[src/rtl/disp_pkg.sv]
// Shared types and constants for the display arbiter slice.
package disp_pkg;

  typedef enum logic [1:0] {
    IDLE = 2'd0,
    ARB  = 2'd1,
    HOLD = 2'd2
  } state_t;

  localparam int DIGITS = 4;
  localparam int NUM_W  = DIGITS * 4;

endpackage

[src/rtl/scan_prescaler.sv]
// Free-running divider producing a one-cycle digit-scan strobe every SCAN_DIV clocks.
module scan_prescaler
  import disp_pkg::*;
#(
  parameter int unsigned SCAN_DIV = 100_000
) (
  input  logic clk,
  input  logic rst,
  output logic tick
);

  logic [23:0] r_cnt;
  logic        r_tick;

  always_ff @(posedge clk) begin
    if (rst) begin
      r_cnt  <= '0;
      r_tick <= 1'b0;
    end else if (r_cnt == 24'(SCAN_DIV - 1)) begin
      r_cnt  <= '0;
      r_tick <= 1'b1;
    end else begin
      r_cnt  <= r_cnt + 24'd1;
      r_tick <= 1'b0;
    end
  end

  assign tick = r_tick;

endmodule

[src/rtl/disp_arbiter.sv]
// Round-robin owner selection for a shared 4-digit display, with a minimum
// dwell time per owner, a lock that freezes the grant, and a scan strobe.
module disp_arbiter
  import disp_pkg::*;
#(
  parameter int          N_REQ    = 4,
  parameter int unsigned DWELL    = 50_000_000,
  parameter int unsigned SCAN_DIV = 100_000,
  localparam int         OW       = (N_REQ > 1) ? $clog2(N_REQ) : 1
) (
  input  logic                   clk,
  input  logic                   rst,
  input  logic [N_REQ-1:0]       req,
  input  logic [NUM_W*N_REQ-1:0] req_num,
  input  logic                   lock,
  output logic [N_REQ-1:0]       grant,
  output logic [OW-1:0]          owner,
  output logic [NUM_W-1:0]       num,
  output logic                   scan_tick,
  output logic                   busy
);

  state_t             r_state;
  logic [N_REQ-1:0]   r_grant;
  logic [OW-1:0]      r_owner;
  logic [NUM_W-1:0]   r_num;
  logic [31:0]        r_dwell;

  logic [NUM_W-1:0]   w_slices [N_REQ];
  logic [NUM_W-1:0]   w_slice;
  logic [OW-1:0]      w_pick;
  logic               w_any;
  logic               w_own_req;
  logic               w_others;
  logic               w_expired;
  logic               w_scan_tick;

  // Nearest requester after 'last' wins; 'last' itself has lowest priority.
  function automatic logic [OW-1:0] rr_pick(input logic [N_REQ-1:0] r,
                                            input logic [OW-1:0]    last);
    logic [OW-1:0] pick;
    int            best;
    int            d;
    pick = last;
    best = N_REQ;
    for (int k = 0; k < N_REQ; k++) begin
      d = (k + 2 * N_REQ - int'(last) - 1) % N_REQ;
      if (r[k] && d < best) begin
        best = d;
        pick = OW'(k);
      end
    end
    return pick;
  endfunction

  generate
    for (genvar gi = 0; gi < N_REQ; gi++) begin : g_slice
      assign w_slices[gi] = req_num[NUM_W*gi +: NUM_W];
    end
  endgenerate

  // r_grant is the owner's one-hot mask whenever it matters (HOLD only).
  assign w_slice   = w_slices[r_owner];
  assign w_pick    = rr_pick(req, r_owner);
  assign w_any     = |req;
  assign w_own_req = |(req & r_grant);
  assign w_others  = |(req & ~r_grant);
  assign w_expired = (r_dwell == 32'(DWELL - 1));

  always_ff @(posedge clk) begin
    if (rst) begin
      r_state <= IDLE;
      r_grant <= '0;
      r_owner <= OW'(N_REQ - 1);
      r_num   <= '0;
      r_dwell <= '0;
    end else begin
      case (r_state)
        IDLE: begin
          r_grant <= '0;
          if (w_any) r_state <= ARB;
        end
        ARB: begin
          if (w_any) begin
            r_state <= HOLD;
            r_grant <= N_REQ'(1) << w_pick;
            r_owner <= w_pick;
            r_dwell <= '0;
          end else begin
            r_state <= IDLE;
            r_grant <= '0;
          end
        end
        HOLD: begin
          r_num <= w_slice;
          if (!lock) begin
            if (!w_own_req || (w_expired && w_others)) begin
              r_grant <= '0;
              r_state <= w_others ? ARB : IDLE;
            end else if (w_expired) begin
              r_dwell <= '0;
            end else begin
              r_dwell <= r_dwell + 32'd1;
            end
          end
        end
        default: begin
          r_state <= IDLE;
          r_grant <= '0;
        end
      endcase
    end
  end

  scan_prescaler #(
    .SCAN_DIV(SCAN_DIV)
  ) u_scan (
    .clk  (clk),
    .rst  (rst),
    .tick (w_scan_tick)
  );

  assign grant     = r_grant;
  assign owner     = r_owner;
  assign num       = r_num;
  assign scan_tick = w_scan_tick;
  assign busy      = (r_state != IDLE);

endmodule
[config.mk]
export PLATFORM = sky130hd
export DESIGN_NAME = disp_arbiter
export DESIGN_NICKNAME = d
export VERILOG_FILES = /design/src/rtl/disp_pkg.sv /design/src/rtl/scan_prescaler.sv /design/src/rtl/disp_arbiter.sv
export SDC_FILE = /design/constraint.sdc
export NUM_CORES = 1
export LEC_CHECK = 0
export CAP_MARGIN = 30
export CORE_MARGIN = 1
export CORE_UTILIZATION = 25
export CTS_BUF_LIST = sky130_fd_sc_hd__clkbuf_2 sky130_fd_sc_hd__clkbuf_4 sky130_fd_sc_hd__clkbuf_8
export CTS_CLUSTER_DIAMETER = 80
export CTS_CLUSTER_SIZE = 28
export DETAILED_ROUTE_END_ITERATION = 10
export PLACE_DENSITY = 0.53
export SETUP_SLACK_MARGIN = 0.15
export SLEW_MARGIN = 10
export SYNTH_ARGS = -nofsm -noshare
export SYNTH_HDL_FRONTEND = slang
export SYNTH_SLANG_ARGS = --single-unit
[constraint.sdc]
create_clock -name clk -period 11.5 [get_ports clk]
set_clock_uncertainty 0.2 [all_clocks]
set_input_delay 2.875 -clock clk [delete_from_list [all_inputs] [get_ports clk]]
set_output_delay 2.875 -clock clk [all_outputs]
set_load 0.02 [all_outputs]
-- Yosys cells after proc, flatten, opt, wreduce, memory -nomap -nowiden
Index checks and enable logic that the tools add are counted.
- word-level logic and storage cells: 88
- output and inout bits: 24
- flip-flop bits (word level): 81
- input port bits: 71
- magnitude comparators: 5
- bitwise gates (word level): 8
- reduce and logical (&&, ||, !) cells: 22
- muxes and demuxes: 26
- equal/unequal tests: 9
- $add $sub $neg: 10
- shifts and indexed selects: 1
- operators with widths (operator ; number):
    32-bit two-way mux ; 7
    3-bit by 32-bit less-than comparator with 1-bit output ; 3
    32-bit one-hot mux with 2 select lines ; 1
    32-bit by 1-bit adder with 32-bit output, second input constant ; 1
    16-bit binary-select mux with 2-bit select ; 1
    32-bit by 26-bit == test with 1-bit output, second input constant ; 1
    16-bit two-way mux ; 2
    24-bit by 1-bit adder with 24-bit output, second input constant ; 1
    24-bit by 17-bit == test with 1-bit output, second input constant ; 1
    5-bit by 2-bit subtractor with 6-bit output, second input constant ; 4
    4-bit by 2-bit subtractor with 5-bit output, first input constant ; 4
    2-bit two-way mux ; 8
    4-bit two-way mux ; 3
    4-bit OR reduction ; 3
    2-bit inequality test, second input constant ; 5
    2-bit OR reduction ; 5
    4-bit AND ; 2
    4-bit one-hot mux with 2 select lines ; 1
    2-bit one-hot mux with 3 select lines ; 1
    1-bit logical AND ; 5
    1-bit AND ; 4
    3-bit by 4-bit less-than comparator with 1-bit output, second input constant ; 1
    4-bit inverter ; 1
    2-bit AND reduction ; 2
    12 further kinds ; 14

-- Depth between registers and ports, before layout
- depth in word-level cells: 19
- mapped depth: 21
- depth with buffers taken out: 19

-- Hierarchy
From an unflattened synthesis, not the netlist that was laid out.
- cell total of the unflattened synthesis: 532
- area total of the unflattened synthesis: 4613.2 µm²
- modules (own cells, without submodules) (module ; seq. area each (µm²) ; area each (µm²) ; instances ; cells an instance):
    disp_arbiter ; 1121.1 ; 3437.0 ; 1 ; 396
    scan_prescaler ; 500.5 ; 1176.1 ; 1 ; 136

-- Worst setup path before layout
Ideal clock, no wire load.
- path type: input -> register
- start: input req[1]
- end: register r_owner[1], in the netlist owner[1]
- stages: 16
- data arrival time: 5.171 ns
- path buffers: 0
- required time: 11.152 ns
- setup slack: 5.981 ns
- setup time: 0.148 ns
- cell sequence: nor2b_1 -> nor3_1 -> o21ai_0 -> and2_1 -> ha_1 -> o21ai_0 -> o21a_1 -> nor2_1 -> nand3_1 -> o21ai_0 -> ha_1 -> nor2_1 -> o21ai_0 -> o31ai_1 -> o211ai_1 -> a41oi_1
- cells in the longest elaborated chain, start to end: 8
- elaborated cells between the ends (all ways): 12
- those cells by class: order compare (2); mux (5); reduce/logical (5)
- ends and longest elaborated chain (what ; RTL line ; source):
    start: declaration ; disp_arbiter.sv:13 ; input logic [N_REQ-1:0] req,
    1-bit logical AND ; disp_arbiter.sv:48 ; if (r[k] && d < best) begin
    32-bit two-way mux ; disp_arbiter.sv:48 ;
    3-bit by 32-bit less-than comparator with 1-bit output ; disp_arbiter.sv:48 ;
    1-bit logical AND ; disp_arbiter.sv:48 ;
    32-bit two-way mux ; disp_arbiter.sv:48 ;
    3-bit by 32-bit less-than comparator with 1-bit output ; disp_arbiter.sv:48 ;
    1-bit logical AND ; disp_arbiter.sv:48 ;
    2-bit two-way mux ; disp_arbiter.sv:48 ;
    end signal: assignment ; disp_arbiter.sv:74 ; r_owner <= OW'(N_REQ - 1);
    end signal: assignment ; disp_arbiter.sv:87 ; r_owner <= w_pick;
    end: declaration ; disp_arbiter.sv:25 ; logic [OW-1:0] r_owner;
Parallel ways exist; a longest one is shown, timed or not.
A chain may end at the register's enable or synchronous reset.

-- Worst setup path after layout
Same ends and word-level chain as after synthesis.

==> results.tsv <==
stage	metric	value	unit
logic_synthesis	simple logic cell fraction of the synthesized area	0.274	
detailed_routing	post-DR vias/cell	4.95	
detailed_routing	final WL	11400	um
placement	DP Wirelength	8310	um
detailed_routing	highest metal used	met4	
cells_and_area	antenna cells	0	
detailed_routing	met1 WL	5250	um
sta	Slew headroom	0.445	
floorplanning	Starting Density	0.258	
placement	buffers added on ports	94	
cells_and_area	multi-input logic area	2680	um2
flow_run	Max Cap Viol	0	
floorplanning	die width	136	um
logic_synthesis	most common flop cell mapped by yosys	dfxtp_1	
logic_synthesis	warnings from Yosys	0	
logic_synthesis	sequential area share after synthesis	0.360	
sta	smallest hold slack	0.245	ns
outcome	status	completed	
cts	clock buffer depth	2	
cts	root buffer cell	clkbuf_8	
power_and_ir_drop	Leak	1.92	nW
worst_setup_path	Worst setup EP type	flip-flop	
logic_synthesis	mux contribution to synthesized area	0.0821	
cts	cts hold-fix bufs	0	
logic_synthesis	FF+latch count, synth	81	
floorplanning	Die Ht	136	um
worst_setup_path	crit path max fanout	8	
sta	Fin Setup TNS	0	ns
detailed_routing	number of DRC markers in iteration 0	201	
detailed_routing	# DRC	0	
sta	crit path time final	6.29	ns
logic_synthesis	Post-synth EDFFs	0	
power_and_ir_drop	Max VDD drop	46.6	uV
placement	DP Cell Count	815	
sta	Max Clock Freq	0.159	GHz
floorplanning	cell row count	48	
cts	htree depth	3	
detailed_routing	DR WL met3	738	um
worst_setup_path	Startpoint Class	input pin	
cts	Num CTS Buffers	9	
sta	final hold violation count	0	
floorplanning	Core ar.	17500	um2
worst_setup_path	max incr delay on CP	0.55	ns
detailed_routing	ANT nets after route	0	
detailed_routing	Wirelength per Cell	13.7	um
sta	RSZ-0062 raised after global routing	false	
worst_setup_path	critical path's top delay family	compound AO/OA/AOI/OAI gates	
placement	Final GP Congestion	0.807	
cells_and_area	share of cells above drive strength 1	0.0759	
cts	CTS sink cnt	81	
logic_synthesis	largest family of logic cells by synthesized area	simple AND/OR/NAND/NOR gates	
detailed_routing	drt pass-1 iters	4	
detailed_routing	DR vias	4114	
global_routing	first-pass GRT wire length	19500	um
cells_and_area	Post-Layout Cell Count	831	
logic_synthesis	synthesized area divided by synthesized cell count	8.71	um2
sta	number of max-slew violations in the final report	0	
cells_and_area	# fillers	1787	
worst_setup_path	CP arrival	6.30	ns
sta	Worst Max-Slew Pin Slew	0.825	ns
floorplanning	Die Area	18600	um2
worst_setup_path	CP bufs+invs	1	
cts	Post-CTS Resized	0	
min_path	Hold Crit Class	reg -> reg	
logic_synthesis	synthesized netlist cell count	518	
logic_synthesis	Post-synth ARST share	0	
logic_synthesis	Syn Nets	600	
worst_setup_path	crit-path cells	clkdlybuf4s50_1, nor2b_1, nor3_1, o21ai_0, and2_1, ha_1, o21ai_0, o21a_1, nor2_1, nand3_1, o21ai_0, ha_1, nor2_1, o21ai_0, o31ai_1, o211ai_1, a41oi_1	
power_and_ir_drop	P per Cell Area	130	nW/um2
cts	post-CTS setup buffers	0	
worst_setup_path	CP max-delay cell	clkdlybuf4s50_1	
cells_and_area	P&R area growth vs syn	28.5	%
logic_synthesis	Synth cell types	55	
global_routing	largest net degree at the start of global routing	44	
global_routing	vias in the first global route	4095	
detailed_routing	metal2 WL	5240	um
cells_and_area	FF/Latch Area	1620	um2
sta	final period utilization	0.547	
global_routing	GR Util All Layers	0.131	
worst_setup_path	Crit Path Category	in -> reg	
logic_synthesis	Adder-Cell Fraction of Synth Area	0.0305	
worst_setup_path	Critical Path Most Common Cell	o21ai_0	
worst_setup_path	CP required	11.51	ns
global_routing	total grt overflow	0	
cts	Skew-Pair Late Insertion Delay	0.36	ns
cells_and_area	Final #Nets	683	
logic_synthesis	Compound-Gate Fraction of Synth Area	0.145	
cts	CTS tree	built	
cts	clk slew on worst S/H paths	0.09	ns
floorplanning	IO Count	95	
logic_synthesis	Post-Synth XOR/XNOR Area	0.0621	
sta	Setup-failing EPs final	0	
global_routing	initial antenna violation count	0	
logic_synthesis	Netlist Area Pre-Place	4510	um2
## cells by family (layout without fill, tap and decap cells)
| kind of cell | after synthesis | count (layout) |
|---|---|---|
| fa+ha+maj | 11 | 11 |
| buf+inv | 42 | 130 |
| simple gates | 237 | 237 |
| xor+xnor | 32 | 32 |
| compound gates | 98 | 98 |
| flops | 81 | 81 |
| mux | 17 | 17 |
## synthesized netlist by cell type (4+ instances only)
cell type  instances  area, um2
nor4_1             8       50.1
or3_1              6       37.5
nand2_1           61        229
nand3b_1           4       30.0
and3_1            13       81.3
o31ai_1           14        105
buf_6              6       67.6
xor2_1            17        149
o21ai_1            7       35.0
nor2_1            52        195
o21ai_0            7       35.0
a21oi_1           44        220
clkbuf_1          15       56.3
inv_1             15       56.3
xnor2_1           15        131
a211oi_1           6       45.0
mux4_2            16        360
nand3_1           20        100
nand4_1           12       75.1
nor2b_1            9       56.3
ha_1              11        138
and4_1             5       43.8
and2_1             5       31.3
or4_1             14        105
dfxtp_1           81       1620
nor3_1            13       65.1
## cell usage in the layout, fill, tap and decap left out, types with 6 or more instances in the layout
cell | netlist | layout
xor2_1 | 17 | 17
ha_1 | 11 | 11
a21oi_1 | 44 | 44
o21ai_0 | 7 | 7
inv_1 | 15 | 15
and3_1 | 13 | 13
dfxtp_1 | 81 | 81
clkbuf_8 | 0 | 10
o31ai_1 | 14 | 14
o21ai_1 | 7 | 7
nor2_1 | 52 | 52
nor3_1 | 13 | 13
or4_1 | 14 | 14
nand2_1 | 61 | 61
a211oi_1 | 6 | 6
nand3_1 | 20 | 20
nor4_1 | 8 | 8
or3_1 | 6 | 6
mux4_2 | 16 | 16
nand4_1 | 12 | 12
clkdlybuf4s50_1 | 0 | 94
xnor2_1 | 15 | 15
nor2b_1 | 9 | 9
## final timing paths
path | to | depth (start not counted) | slack (ns) | from
hold / removal | u_scan.r_cnt[0] | 1 | 0.25 | u_scan.r_cnt[0]
setup reg to reg | owner[1] | 18 | 6.84 | owner[0]
hold reg to reg | u_scan.r_cnt[0] | 1 | 0.25 | u_scan.r_cnt[0]
setup / recovery | owner[1] | 17 | 5.21 | req[1]
## final cells by class
class | count | area share
multi-input cells | 395 | 0.462
flip-flops and latches | 81 | 0.280
repair buffers | 99 | 0.169
well taps | 225 | 0.0486
clock buffers | 10 | 0.0237
inverters | 15 | 0.00971
clock inverters | 6 | 0.00755
## per-stage QoR
stage / utilization / setup WS, ns / cell area, um2 / power [mW]
3_5_place_dp: 0.321 / 4.96 / 5620 / 0.562
2_1_floorplan: - / 5.98 / 4510 / 0.486
4_1_cts: 0.332 / 5.34 / 5800 / 0.759
6_report: 0.332 / 5.21 / 5800 / 0.751
5_1_grt: 0.332 / 5.02 / 5800 / 0.796
3_3_place_gp: 0.321 / 5.12 / 5620 / 0.553
## layer usage
metal	GRT usage	vias to the layer above
met5	0	-
met4	0.0586	0
li1	-	2046
met3	0.0384	15
met2	0.209	111
met1	0.163	1942
## power breakdown
group / internal (mW) / switching, mW
Combinational: 0.120 / 0.137
Sequential: 0.292 / 0.00857
Clock: 0.0841 / 0.109
## state kept, by name, summed over array words and instances (netlist names)
name	count
r_dwell	32
u_scan.r_cnt	24
num	16
grant	4
owner	2
r_state	2
u_scan.tick	1
(Power assumes the default switching activity.)
